**src/rtl/decode_cycle.sv**
```systemverilog
// Decode stage: RV32I-subset decoder, 32x32 register file and execute-stage register.
// Build option: define DECODE_WB_BYPASS_EN for write-first forwarding from writeback.
module decode_cycle (
   input  logic        clk,
   input  logic        rst,
   input  logic [31:0] instr_d,
   input  logic [31:0] pc_d,
   input  logic [31:0] pcplus4_d,
   input  logic        flush_e,
   input  logic        regwrite_w,
   input  logic [4:0]  rd_w,
   input  logic [31:0] result_w,
   output logic [4:0]  rs1_d,
   output logic [4:0]  rs2_d,
   output logic        regwrite_e,
   output logic [1:0]  resultsrc_e,
   output logic        memwrite_e,
   output logic        jump_e,
   output logic        branch_e,
   output logic        alusrc_e,
   output logic [2:0]  alucontrol_e,
   output logic [31:0] rd1_e,
   output logic [31:0] rd2_e,
   output logic [31:0] imm_ext_e,
   output logic [31:0] pc_e,
   output logic [31:0] pcplus4_e,
   output logic [4:0]  rs1_e,
   output logic [4:0]  rs2_e,
   output logic [4:0]  rd_e,
   output logic        illegal_e
);

   typedef enum logic [2:0] {
      IMM_Z, IMM_I, IMM_S, IMM_B, IMM_J
   } immsrc_t;

   localparam logic [2:0] ALU_ADD = 3'b000;
   localparam logic [2:0] ALU_SUB = 3'b001;
   localparam logic [2:0] ALU_AND = 3'b010;
   localparam logic [2:0] ALU_OR  = 3'b011;
   localparam logic [2:0] ALU_SLT = 3'b101;

   logic [31:0] regs [32];
   logic [6:0]  op;
   logic [2:0]  f3;
   logic [31:0] rd1, rd2, imm;
   logic        c_regwrite, c_memwrite, c_jump, c_branch, c_alusrc;
   logic [1:0]  c_resultsrc;
   logic [2:0]  c_alu;
   immsrc_t     immsrc;
   logic        legal, is_alu, is_r, bubble, illegal;

   assign op    = instr_d[6:0];
   assign f3    = instr_d[14:12];
   assign rs1_d = instr_d[19:15];
   assign rs2_d = instr_d[24:20];

   always_comb begin
      rd1 = (rs1_d == 5'd0) ? 32'd0 : regs[rs1_d];
      rd2 = (rs2_d == 5'd0) ? 32'd0 : regs[rs2_d];
`ifdef DECODE_WB_BYPASS_EN
      if (regwrite_w && rd_w != 5'd0 && rd_w == rs1_d) rd1 = result_w;
      if (regwrite_w && rd_w != 5'd0 && rd_w == rs2_d) rd2 = result_w;
`endif
   end

   always_comb begin
      c_regwrite  = 1'b0;
      c_resultsrc = 2'b00;
      c_memwrite  = 1'b0;
      c_jump      = 1'b0;
      c_branch    = 1'b0;
      c_alusrc    = 1'b0;
      c_alu       = ALU_ADD;
      immsrc      = IMM_Z;
      legal       = 1'b1;
      is_alu      = 1'b0;
      is_r        = 1'b0;
      case (op)
         7'b0000011: begin
            c_regwrite = 1'b1; c_resultsrc = 2'b01;
            c_alusrc = 1'b1; immsrc = IMM_I;
            legal = (f3 == 3'b010);
         end
         7'b0100011: begin
            c_memwrite = 1'b1; c_alusrc = 1'b1; immsrc = IMM_S;
            legal = (f3 == 3'b010);
         end
         7'b0110011: begin
            c_regwrite = 1'b1; is_alu = 1'b1; is_r = 1'b1;
         end
         7'b0010011: begin
            c_regwrite = 1'b1; c_alusrc = 1'b1;
            immsrc = IMM_I; is_alu = 1'b1;
         end
         7'b1100011: begin
            c_branch = 1'b1; c_alu = ALU_SUB; immsrc = IMM_B;
            legal = (f3 == 3'b000);
         end
         7'b1101111: begin
            c_regwrite = 1'b1; c_resultsrc = 2'b10;
            c_jump = 1'b1; immsrc = IMM_J;
         end
         default: legal = 1'b0;
      endcase
      // funct7[5] only distinguishes sub for register-register ops
      if (is_alu) begin
         case (f3)
            3'b000:  c_alu = (is_r && instr_d[30]) ? ALU_SUB : ALU_ADD;
            3'b010:  c_alu = ALU_SLT;
            3'b110:  c_alu = ALU_OR;
            3'b111:  c_alu = ALU_AND;
            default: legal = 1'b0;
         endcase
      end
   end

   always_comb begin
      case (immsrc)
         IMM_I:   imm = {{20{instr_d[31]}}, instr_d[31:20]};
         IMM_S:   imm = {{20{instr_d[31]}}, instr_d[31:25], instr_d[11:7]};
         IMM_B:   imm = {{20{instr_d[31]}}, instr_d[7], instr_d[30:25],
                         instr_d[11:8], 1'b0};
         IMM_J:   imm = {{12{instr_d[31]}}, instr_d[19:12], instr_d[20],
                         instr_d[30:21], 1'b0};
         default: imm = 32'd0;
      endcase
   end

   assign bubble  = !legal || (instr_d == 32'd0);
   assign illegal = !legal && (instr_d != 32'd0);

   always_ff @(posedge clk) begin
      if (!rst) begin
         for (int i = 0; i < 32; i++) regs[i] <= 32'd0;
      end else if (regwrite_w && rd_w != 5'd0) begin
         regs[rd_w] <= result_w;
      end
   end

   always_ff @(posedge clk) begin
      if (!rst || flush_e) begin
         regwrite_e   <= 1'b0;
         resultsrc_e  <= 2'b00;
         memwrite_e   <= 1'b0;
         jump_e       <= 1'b0;
         branch_e     <= 1'b0;
         alusrc_e     <= 1'b0;
         alucontrol_e <= 3'b000;
         rd1_e        <= 32'd0;
         rd2_e        <= 32'd0;
         imm_ext_e    <= 32'd0;
         pc_e         <= 32'd0;
         pcplus4_e    <= 32'd0;
         rs1_e        <= 5'd0;
         rs2_e        <= 5'd0;
         rd_e         <= 5'd0;
         illegal_e    <= 1'b0;
      end else begin
         rd1_e     <= rd1;
         rd2_e     <= rd2;
         imm_ext_e <= imm;
         pc_e      <= pc_d;
         pcplus4_e <= pcplus4_d;
         illegal_e <= illegal;
         if (bubble) begin
            regwrite_e   <= 1'b0;
            resultsrc_e  <= 2'b00;
            memwrite_e   <= 1'b0;
            jump_e       <= 1'b0;
            branch_e     <= 1'b0;
            alusrc_e     <= 1'b0;
            alucontrol_e <= 3'b000;
            rs1_e        <= 5'd0;
            rs2_e        <= 5'd0;
            rd_e         <= 5'd0;
         end else begin
            regwrite_e   <= c_regwrite;
            resultsrc_e  <= c_resultsrc;
            memwrite_e   <= c_memwrite;
            jump_e       <= c_jump;
            branch_e     <= c_branch;
            alusrc_e     <= c_alusrc;
            alucontrol_e <= c_alu;
            rs1_e        <= rs1_d;
            rs2_e        <= rs2_d;
            rd_e         <= instr_d[11:7];
         end
      end
   end

endmodule

```
**config.mk**
```make
export PLATFORM = sky130hd
export DESIGN_NAME = decode_cycle
export DESIGN_NICKNAME = d
export VERILOG_FILES = /design/src/rtl/decode_cycle.sv
export SDC_FILE = /design/constraint.sdc
export NUM_CORES = 2
export LEC_CHECK = 0
export BUFFER_PORTS_ARGS = -buffer_cell sky130_fd_sc_hd__buf_4
export CAP_MARGIN = 5
export CORE_MARGIN = 2
export CORE_UTILIZATION = 30
export CTS_CLUSTER_SIZE = 16
export DETAILED_ROUTE_END_ITERATION = 7
export SYNTH_ARGS = -nofsm -noshare
export SYNTH_HDL_FRONTEND = slang
export SYNTH_SLANG_ARGS = --single-unit
```
**constraint.sdc**
```tcl
create_clock -name clk -period 10.5 [get_ports clk]
set_clock_uncertainty 0.05 [all_clocks]
set_input_delay 1.05 -clock clk [delete_from_list [all_inputs] [get_ports clk]]
set_output_delay 1.05 -clock clk [all_outputs]
set_load 0.005 [all_outputs]
```
==> impl_metrics.json <==
{
  "status": "finished, final reports clean",
  "hold_viol": 0,
  "syn_inst": 4048,
  "tns_ps": 0,
  "setup_viol": 0,
  "ys_seq_elements": 1199,
  "grt_start_max_net_pins": 117,
  "start_util_pct": 30.1,
  "slew_headroom_pct": 13.0,
  "synth_mux_area_share_pct": 19.2,
  "final_nets": 4369,
  "die_h_microns": 448,
  "num_rows": 163,
  "synth_edf_count": 1024,
  "cp-start-kind": "input port",
  "ys_warn_count": 0,
  "power_density_nw_per_um2": 168,
  "wl_met2_microns": 104000,
  "yosys.area_share.simple_pct": 13.9,
  "wl_met1_microns": 84000,
  "clk_pin_slew_ps": 60,
  "synth_xor_area_share_pct": 0,
  "clock_latency_ps": 800,
  "post_cts_buffers": 0,
  "cts_buffers": 140,
  "syn2layout_area_growth_pct": 17.0,
  "hold_path.class": "in -> reg",
  "power_w": 0.0116,
  "synth_fa_ha_area_share_pct": 0,
  "vdd_drop_max_mv": 0.174,
  "critPathRequiredTime_ps": 11130,
  "grt_pass1_wl_microns": 307000,
  "first_global_vias": 39200,
  "synthArstFlopShare_pct": 0,
  "cap_violations": 0,
  "wl_met3_microns": 25900,
  "fmax_ghz": 0.246,
  "cts-resized-gates": 0,
  "core-area_sq_um": 197000,
  "wl_per_cell_microns": 31.9,
  "drive_above_1_share_pct": 28.0,
  "slew_viol_final": 0,
  "cts_buffer_depth": 3,
  "io_buffers": 332,
  "cp_max_fo": 70,
  "cpMaxStageDelayCell": "buf_4",
  "maxUsedRoutingLayer": "met5",
  "detail-route-antenna-nets": 0,
  "ys_types": 58,
  "cp_cell_sequence": "buf_8 -> buf_4 -> buf_4 -> mux4_2 -> a22o_1 -> a211o_1 -> and3_1",
  "die_x_microns": 448,
  "routed_wl_microns": 224000,
  "grt.overflow.total": 0,
  "grt_usage_pct": 21.9,
  "drcViolationCount": 0,
  "root_buffer": "clkbuf_16",
  "gp_congestion": 0.832,
  "cts.htree.levels": 4,
  "firstDrtPassIters": 6,
  "fin_crit_ps": 4060,
  "slowest_delay_ps": 860,
  "end_kind": "flop",
  "yosysSeqAreaShare_pct": 57.9,
  "path_class": "in -> reg",
  "io_pins": 333,
  "cp_common_cell": "buf_4",
  "ctsHoldBuffers": 0,
  "vias_per_cell": 5.62,
  "synth_top_family_by_area": "multiplexers",
  "cts_num_sinks": 1199,
  "grt_antenna_before_repair": 33,
  "cts_tree": "done",
  "worst_pin_slew_ps": 1300,
  "via_count": 39300,
  "p_leak_nw": 24.5,
  "drt_iter0_markers": 6020,
  "synthFlopType": "edfxtp_1",
  "synthesis.area_sq_um": 59200,
  "synth_compound_area_share_pct": 5.52,
  "avgSynthCellArea_sq_um": 14.6,
  "final_min_period_over_clock_period_pct": 38.7,
  "crit_arrival_ps": 4690,
  "rsz0062_at_grt": "false",
  "dieArea_sq_um": 201000,
  "dp_hpwl_microns": 128000
}
path summary, 6_finish.rpt:
kind	slack, ps	to	startpoint	cells after the start
worst max register to register	8550	rd1_e[6]	regs[30][6]	4
worst max-delay path	6440	rd2_e[21]	instr_d[20]	7
worst min register to register	740	rd1_e[1]	regs[22][1]	3
worst min-delay path	410	pcplus4_e[13]	pcplus4_d[13]	2
cells by family (layout without fill, tap and decap cells):
family	Yosys count	in the layout
buffers and inverters	443	712
AND/OR/NAND/NOR	1355	1355
AO/OA/AOI/OAI	403	403
multiplexers	647	647
other	1	47
flip-flops	1199	1199
report_power, final:
group          switching (W)  total, W  internal [W]
sequential          0.000135   0.00555       0.00542
clock                0.00208   0.00487       0.00279
combinational       0.000703   0.00120      0.000496
cell usage after synthesis, drive strengths merged, types with 2 or more instances:
cell type | n | area share (%)
a2111oi | 2 | 0.042
a211o | 52 | 0.77
a211oi | 37 | 0.47
a21boi | 2 | 0.025
a21oi | 11 | 0.093
a221oi | 40 | 0.59
a22o | 82 | 1.2
a22oi | 49 | 0.62
a31o | 2 | 0.030
and2 | 1067 | 11
and3 | 60 | 0.63
and3b | 2 | 0.030
buf | 134 | 1.5
clkbuf | 305 | 1.9
dfxtp | 175 | 5.9
edfxtp | 1024 | 52
inv | 3 | 0.019
mux2 | 78 | 1.5
mux2i | 185 | 3.1
mux4 | 384 | 15
nand2 | 54 | 0.34
nand2b | 9 | 0.095
nand3 | 15 | 0.13
nand3b | 4 | 0.051
nand4 | 2 | 0.021
nand4b | 2 | 0.030
nor2 | 51 | 0.32
nor2b | 9 | 0.095
nor3 | 38 | 0.32
nor3b | 17 | 0.22
nor4 | 10 | 0.11
o21ai | 34 | 0.29
o221ai | 82 | 1.2
o32a | 2 | 0.034
o41ai | 2 | 0.042
or2 | 5 | 0.053
or3 | 5 | 0.053
or3b | 4 | 0.059
through the flow:
stage                     hold WS, ps  cells  cell area (sq um)  setup slack [ps]  util, %
after detailed placement          724   6730              64600              5640     32.9
after global placement            702   6730              64600              5670     32.9
after floorplan                   654   4079              59300              5910        -
final                             410   7003              69200              6440     35.2
after global routing              381   6997              69200              6280     35.2
after CTS                         359   6988              69200              6490     35.2
flip-flops by register name, indices dropped and copies added (netlist names):
register / count
alusrc_e: 1
pc_e: 32
jump_e: 1
resultsrc_e: 2
rd1_e: 32
regs: 1024
rd2_e: 32
branch_e: 1
illegal_e: 1
rs2_e: 5
pcplus4_e: 32
regwrite_e: 1
memwrite_e: 1
rd_e: 5
alucontrol_e: 3
rs1_e: 5
imm_ext_e: 21
metal layers:
metal / track usage (%) / up-vias
li1: - / 15800
met1: 28.0 / 20300
met2: 34.9 / 2705
met3: 5.55 / 502
met4: 9.71 / 12
met5: 0 / -
critical path, delay by kind of cell:
family          cells  cell delay [ps]
mux                 1              580
simple gates        1              180
compound gates      2              570
buf+inv             3             2100
cell usage in the layout, fill, tap and decap left out, drive strengths merged, types with 4 or more instances in the layout:
cell type	count
a211o	52
a211oi	37
a21oi	11
a221oi	40
a22o	82
a22oi	49
and2	1067
and3	60
buf	450
bufinv	6
clkbuf	183
clkinv	53
clkinvlp	4
conb	32
dfxtp	175
diode	15
edfxtp	1024
inv	16
mux2	78
mux2i	185
mux4	384
nand2	54
nand2b	9
nand3	15
nand3b	4
nor2	51
nor2b	9
nor3	38
nor3b	17
nor4	10
o21ai	34
o221ai	82
or2	5
or3	5
or3b	4
final cells by class:
class,count,area [sq um]
Multi-Input combinational cell,2437,23600
Antenna cell,15,37.5
Fill cell,18800,127000
Clock inverter,75,648
Tap cell,2640,3300
Timing Repair Buffer,450,3430
Sequential cell,1199,34300
Inverter,4,15.0
Clock buffer,183,3910
Power figures use the tool's default switching activity.
